===== src/rtl/jk_bank_driver.sv =====
// Drive side for a bank of external JK flops: turns a target word into one
// cycle of J/K excitation, then checks the bank's Q feedback against it.
module jk_bank_driver #(
    parameter int                 WIDTH     = 4,
    parameter int                 DC_POLICY = 0,
    parameter logic [WIDTH-1:0]   RESET_VAL = '0
) (
    input  logic             clk,
    input  logic             res,
    input  logic             tgt_valid,
    input  logic [WIDTH-1:0] tgt,
    output logic             tgt_ready,
    output logic [WIDTH-1:0] j,
    output logic [WIDTH-1:0] k,
    input  logic [WIDTH-1:0] q_fb,
    output logic             done,
    output logic             err,
    output logic [7:0]       err_cnt
);

    typedef enum logic [1:0] {
        IDLE  = 2'd0,
        DRIVE = 2'd1,
        CHECK = 2'd2
    } state_e;

    state_e           state_q, state_d;
    logic [WIDTH-1:0] j_q, j_d;
    logic [WIDTH-1:0] k_q, k_d;
    logic [WIDTH-1:0] tgt_q, tgt_d;
    logic [WIDTH-1:0] shadow_q, shadow_d;
    logic             done_q, done_d;
    logic             err_q, err_d;
    logic [7:0]       cnt_q, cnt_d;

    logic [WIDTH-1:0] diff;
    logic [WIDTH-1:0] exc_j;
    logic [WIDTH-1:0] exc_k;
    logic             accept;

    always_ff @(posedge clk or negedge res) begin
        if (!res) begin
            state_q <= IDLE;
        end else begin
            state_q <= state_d;
        end
    end

    always_comb begin
        state_d = state_q;
        unique case (state_q)
            IDLE:    if (tgt_valid) state_d = DRIVE;
            DRIVE:   state_d = CHECK;
            CHECK:   state_d = IDLE;
            default: state_d = IDLE;
        endcase
    end

    // Ready is held low while reset is asserted, not just when busy.
    always_comb begin
        tgt_ready = (state_q == IDLE) && res;
    end

    assign accept = (state_q == IDLE) && tgt_valid;

    always_comb begin
        diff  = shadow_q ^ tgt;
        exc_j = '0;
        exc_k = '0;
        if (DC_POLICY != 0) begin
            exc_j = diff;
            exc_k = diff;
        end else begin
            exc_j = diff & tgt;
            exc_k = diff & shadow_q;
        end
    end

    always_comb begin
        j_d      = '0;
        k_d      = '0;
        tgt_d    = tgt_q;
        shadow_d = shadow_q;
        done_d   = 1'b0;
        err_d    = 1'b0;
        cnt_d    = cnt_q;
        if (accept) begin
            tgt_d = tgt;
            j_d   = exc_j;
            k_d   = exc_k;
        end
        // Shadow always resyncs to the real bank, match or not.
        if (state_q == CHECK) begin
            shadow_d = q_fb;
            if (q_fb == tgt_q) begin
                done_d = 1'b1;
            end else begin
                err_d = 1'b1;
                if (cnt_q != 8'hFF) begin
                    cnt_d = cnt_q + 8'd1;
                end
            end
        end
    end

    always_ff @(posedge clk or negedge res) begin
        if (!res) begin
            j_q      <= '0;
            k_q      <= '0;
            tgt_q    <= '0;
            shadow_q <= RESET_VAL;
            done_q   <= 1'b0;
            err_q    <= 1'b0;
            cnt_q    <= 8'd0;
        end else begin
            j_q      <= j_d;
            k_q      <= k_d;
            tgt_q    <= tgt_d;
            shadow_q <= shadow_d;
            done_q   <= done_d;
            err_q    <= err_d;
            cnt_q    <= cnt_d;
        end
    end

    assign j       = j_q;
    assign k       = k_q;
    assign done    = done_q;
    assign err     = err_q;
    assign err_cnt = cnt_q;

endmodule

===== config.mk =====
export PLATFORM = sky130hd
export DESIGN_NAME = jk_bank_driver
export DESIGN_NICKNAME = d
export VERILOG_FILES = /design/src/rtl/jk_bank_driver.sv
export SDC_FILE = /design/constraint.sdc
export NUM_CORES = 1
export LEC_CHECK = 0
export ABC_AREA = 1
export ABC_CLOCK_PERIOD_IN_PS = 1360
export CAP_MARGIN = 20
export CORE_MARGIN = 5
export CORE_UTILIZATION = 32
export DETAILED_ROUTE_END_ITERATION = 8
export GPL_TIMING_DRIVEN = 0
export RECOVER_POWER = 50
export SLEW_MARGIN = 20
export SYNTH_ARGS = -nofsm -noshare
export SYNTH_HDL_FRONTEND = slang
export SYNTH_SLANG_ARGS = --single-unit

===== constraint.sdc =====
create_clock -name clk -period 1.36 [get_ports clk]
set_input_delay 0.204 -clock clk [delete_from_list [all_inputs] [get_ports clk]]
set_output_delay 0.204 -clock clk [all_outputs]
set_load 0.01 [all_outputs]

Word-level counts from Yosys, hierarchy flattened
Index checks and enable logic that the tools add are counted.
{"block": "word_totals", "ff_bits": 28, "input_bits": 11, "output_inout_bits": 19, "word_cells": 30}
{"block": "classes", "addsub": 1, "n_eq_ne": 5, "muxes": 8, "bitwise_logic": 4, "n_reduce_logical": 4}
{"cell": "$add 8x1->8 const B", "n": 1}
{"cell": "$and 4x4->4", "n": 2}
{"cell": "$mux 4", "n": 2}
{"cell": "$ne 8x8->1 const B", "n": 1}
{"cell": "$eq 4x4->1", "n": 1}
{"cell": "$mux 1", "n": 4}
{"cell": "$pmux 2 s2", "n": 1}
{"cell": "$xor 4x4->4", "n": 1}
{"cell": "$reduce_and 3->1", "n": 1}
{"cell": "$eq 2x1->1 const B", "n": 1}
{"cell": "$eq 2x2->1 const B", "n": 1}
{"cell": "$logic_and 1x1->1", "n": 2}
{"cell": "$logic_not 2->1", "n": 1}
{"cell": "$mux 2", "n": 1}
{"cell": "$ne 2x2->1 const B", "n": 1}
{"cell": "$not 1->1", "n": 1}

Depth between registers and ports, before layout
{"block": "depth", "depth_word": 3, "ltp_mapped": 9, "ltp_nobuf": 9}

Worst setup path before layout
Ideal clock, no wire load.
{"block": "synth_timing", "kind": "flip-flop to flip-flop", "startpoint": "reg cnt_q[0], in the netlist err_cnt[0]", "endpoint": "reg cnt_q[5], in the netlist err_cnt[5]", "setup_ps": 117, "t_arrival_ps": 1189, "required_time_ps": 1243, "slack_ps": 54, "path_stages_with_launch": 10, "path_buffers": 0, "path_cell_list": "dfrtp_1 > ha_1 > nand2_1 > nor2_4 > nand2_4 > nand2_1 > inv_2 > nand3_2 > nand2_1 > nand2_1"}
{"block": "synth_between", "elab_chain_len": 2, "elab_cells_between_ends": 3}
{"item": "start, declared", "line": "34", "text": "logic [7:0] cnt_q, cnt_d;"}
{"item": "start signal, assigned", "line": "122", "text": "cnt_q <= cnt_d;"}
{"item": "parallel branches: the longest is 2 deep, another holds $add 8x1->8"}
Parallel ways; which one is timed is not known.
A chain may end at the register's enable or synchronous reset.

Worst setup path after layout
{"block": "layout_timing", "startpoint": "reg cnt_q[0], in the netlist err_cnt[0]", "endpoint": "reg cnt_q[4], in the netlist err_cnt[4]"}
The elaborated chain is that of the path after synthesis.

==> impl_metrics.toml <==
[outcome]
outcome = "complete, no violations"

[floorplan]
rows = 23
dieArea_sq_um = 5383
fp.coreArea_sq_um = 3943
die_w_um = 73.37
initial_core_util = 0.3259
die_h_um = 73.37
ioPinCount = 30

[routing]
viasPerCell = 4.468
postRouteAntennaNets = 0
drt_iter0_drc = 94
wire_per_inst_um = 11.00
wl_mm = 2.750
drc_errors = 0
vias = 1117
dr.pass1.iters = 4

[flow_run]
drv_cap = 0

[power]
leakagePower_nw = 0.9748
peakVddDrop_mv = 0.6326
finalPower_mw = 2.438
p_per_area_nw_per_um2 = 1362

[finish]
fill_cells = 380
areaGrowthSynthToFinish_pct = 39.34
nets = 213
diodes = 0
layout-drive-gt1-share = 0.1650

[yosys]
yosysUniqueCellTypes = 20
syn_area_sq_um = 1285
synth_top_cell_by_area = "dfrtp_1"
synth_nets = 166
synth_seq_area_share = 0.5453
synth_commonest_cells = "nand2_1, dfrtp_1, inv_1, nor2_1"
ys_ff_latch = 28
ys_async_sr_fraction = 1.000
synthCells = 154
avgSynthCellArea_sq_um = 8.344
synth_edf_count = 0
synth_area_leaders = "dfrtp_1, nand2_1, inv_1, nand4_1, nor2_1"
yosysMostFrequentCell = "nand2_1"
ys.warnings.count = 0
synth_ff_type = "dfrtp_1"
synth_top_area_share = 0.5453

[global_route]
grt_usage = 0.1139
overflow = 0
grt_antenna_before_repair = 0
grt_pass1_vias = 1043
grt_max_degree = 29
grt_pass1_wl_mm = 4.747

[worst_hold_path]
hold_start = "shadow_q[1]"
min_path_type = "reg2reg"
hold-path-endpoint = "j[1]"
hold_depth = 1

[timing]
hold_violations = 0
min_period_ps = 1272
fmax_mhz = 786.0
slew_headroom = 0.5417
worst_pin_slew_ps = 687.5
setup_viol = 0
finalWorstSetupSlack_ps = 87.74
slew_viol_final = 0
finalCritPeriodShare = 0.9355
finalClockSkew_ps = 7.401
tns_ps = 0

[clocking]
root_buffer = "clkbuf_8"
numCtsBuffers = 3
clock_latency_ps = 280
clock_path_buffers = 2
cts_max_level = 1
clkSlewWorstSetupHoldPaths_ps = 100
cts_sinks = 28
cts_tree = "done"

[worst_setup_path]
cp.arrival_ps = 1450
cp_top_family = "simple AND/OR/NAND/NOR gates"
required_ps = 1540
slowest_stage = "dfrtp_1"
critical_path.max_fanout = 7
worstSetupEndpointType = "flip-flop"
r2r-start = "err_cnt[0]"
rrSetupSlack_ps = 90
start_kind = "flip-flop"
worstSetupPathType = "reg2reg"
reg2reg_to = "err_cnt[4]"
crit_path_max_incr_delay_ps = 390
worstRegToRegCells = 7
critPathBufInv = 1
crit_chain = "ha_2, nand2_2, nor2_4, nand2_4, buf_4, nand4_1, nand2_1"

[placement]
hpwl_mm = 1.900
dp_slack_ps = -415.8
place.gp.congestion = 0.7014
port_buffers = 29
## worst reg2reg max path, delay by kind of cell, from the launching register on
family	cells	cell delay (ps)
buffers and inverters	1	150
flip-flops	1	390
AND/OR/NAND/NOR	5	430
adder cells (fa/ha/maj)	1	200
## through the flow
step | cell area, sq um | utilization | hold WS (ps) | cells
2_1_floorplan | 1285 | - | -91.59 | 154
3_3_place_gp | 1638 | 0.4154 | 440.9 | 233
3_5_place_dp | 1633 | 0.4142 | 265.5 | 233
4_1_cts | 1795 | 0.4554 | 449.5 | 248
5_1_grt | 1790 | 0.4541 | 460.7 | 250
6_report | 1790 | 0.4541 | 448.7 | 250
## flip-flops by register name, indices dropped and copies added, names as in the netlist
name and flops:
err 1, state_q 2, done 1, tgt_q 4, j 4, err_cnt 8, shadow_q 4, k 4
## cells in the final DEF, fill, tap and decap left out, drive strengths merged
master,n
inv,20
nand3b,1
o21ai,9
clkdlybuf4s25,2
a21oi,1
ha,1
nand2,57
dlygate4sd2,16
clkdlybuf4s50,9
clkbuf,7
buf,13
nor3b,1
nor2,19
nand3,4
bufinv,1
nand4,9
dfrtp,28
xor2,1
dlygate4sd3,1
## cell type report
type	count	area (sq um)	share of cell area
buffer	3	20.02	0.01118
clock buffer	3	41.29	0.02306
clock inverter	1	30.03	0.01677
inverter	20	77.57	0.04333
multi-input combinational	103	498.0	0.2781
sequential	28	704.4	0.3934
tap	50	62.56	0.03494
timing repair buffer	42	356.6	0.1992
## kinds of logic (layout without fill, tap and decap cells)
group / after synthesis / in the layout / share of synthesized area
simple gates: 91 / 91 / 0.3223
flops: 28 / 28 / 0.5453
buf+inv: 23 / 69 / 0.07693
compound gates: 10 / 10 / 0.03894
fa+ha+maj: 1 / 1 / 0.009736
xor+xnor: 1 / 1 / 0.006817
## what timing repair did
item | CTS | global route
hold buffers | 2 | 0
endpoints found under the hold margin | 28 | 0
gates resized for setup | 23 | 5
pin swaps | 0 | 1
setup endpoints to repair | 25 | 11
setup buffers | 9 | 2
## routing by layer
layer,GRT usage,share of wire
met3,0.03557,0.062
met1,0.1514,0.46
met4,0.02414,0.0076
met2,0.1827,0.47
met5,0,0
## how the worst max path moves through the flow
stage,start,endpoint,slack (ps),cells after the start
finish,err_cnt[0],err_cnt[4],90,7
floorplan,err_cnt[0],err_cnt[5],50,9
CTS,k[3],k[3],0.5,1
global route,err_cnt[1],err_cnt[2],-7,7
detailed placement,res,tgt_ready,-420,3
global placement,res,tgt_ready,-1320,3
## report_power, final
| group | internal (mW) | switching [mW] |
|---|---|---|
| sequential | 0.989 | 0.0953 |
| combinational | 0.327 | 0.370 |
| clock | 0.394 | 0.262 |
Note: power is estimated with default switching activity, not from simulation.
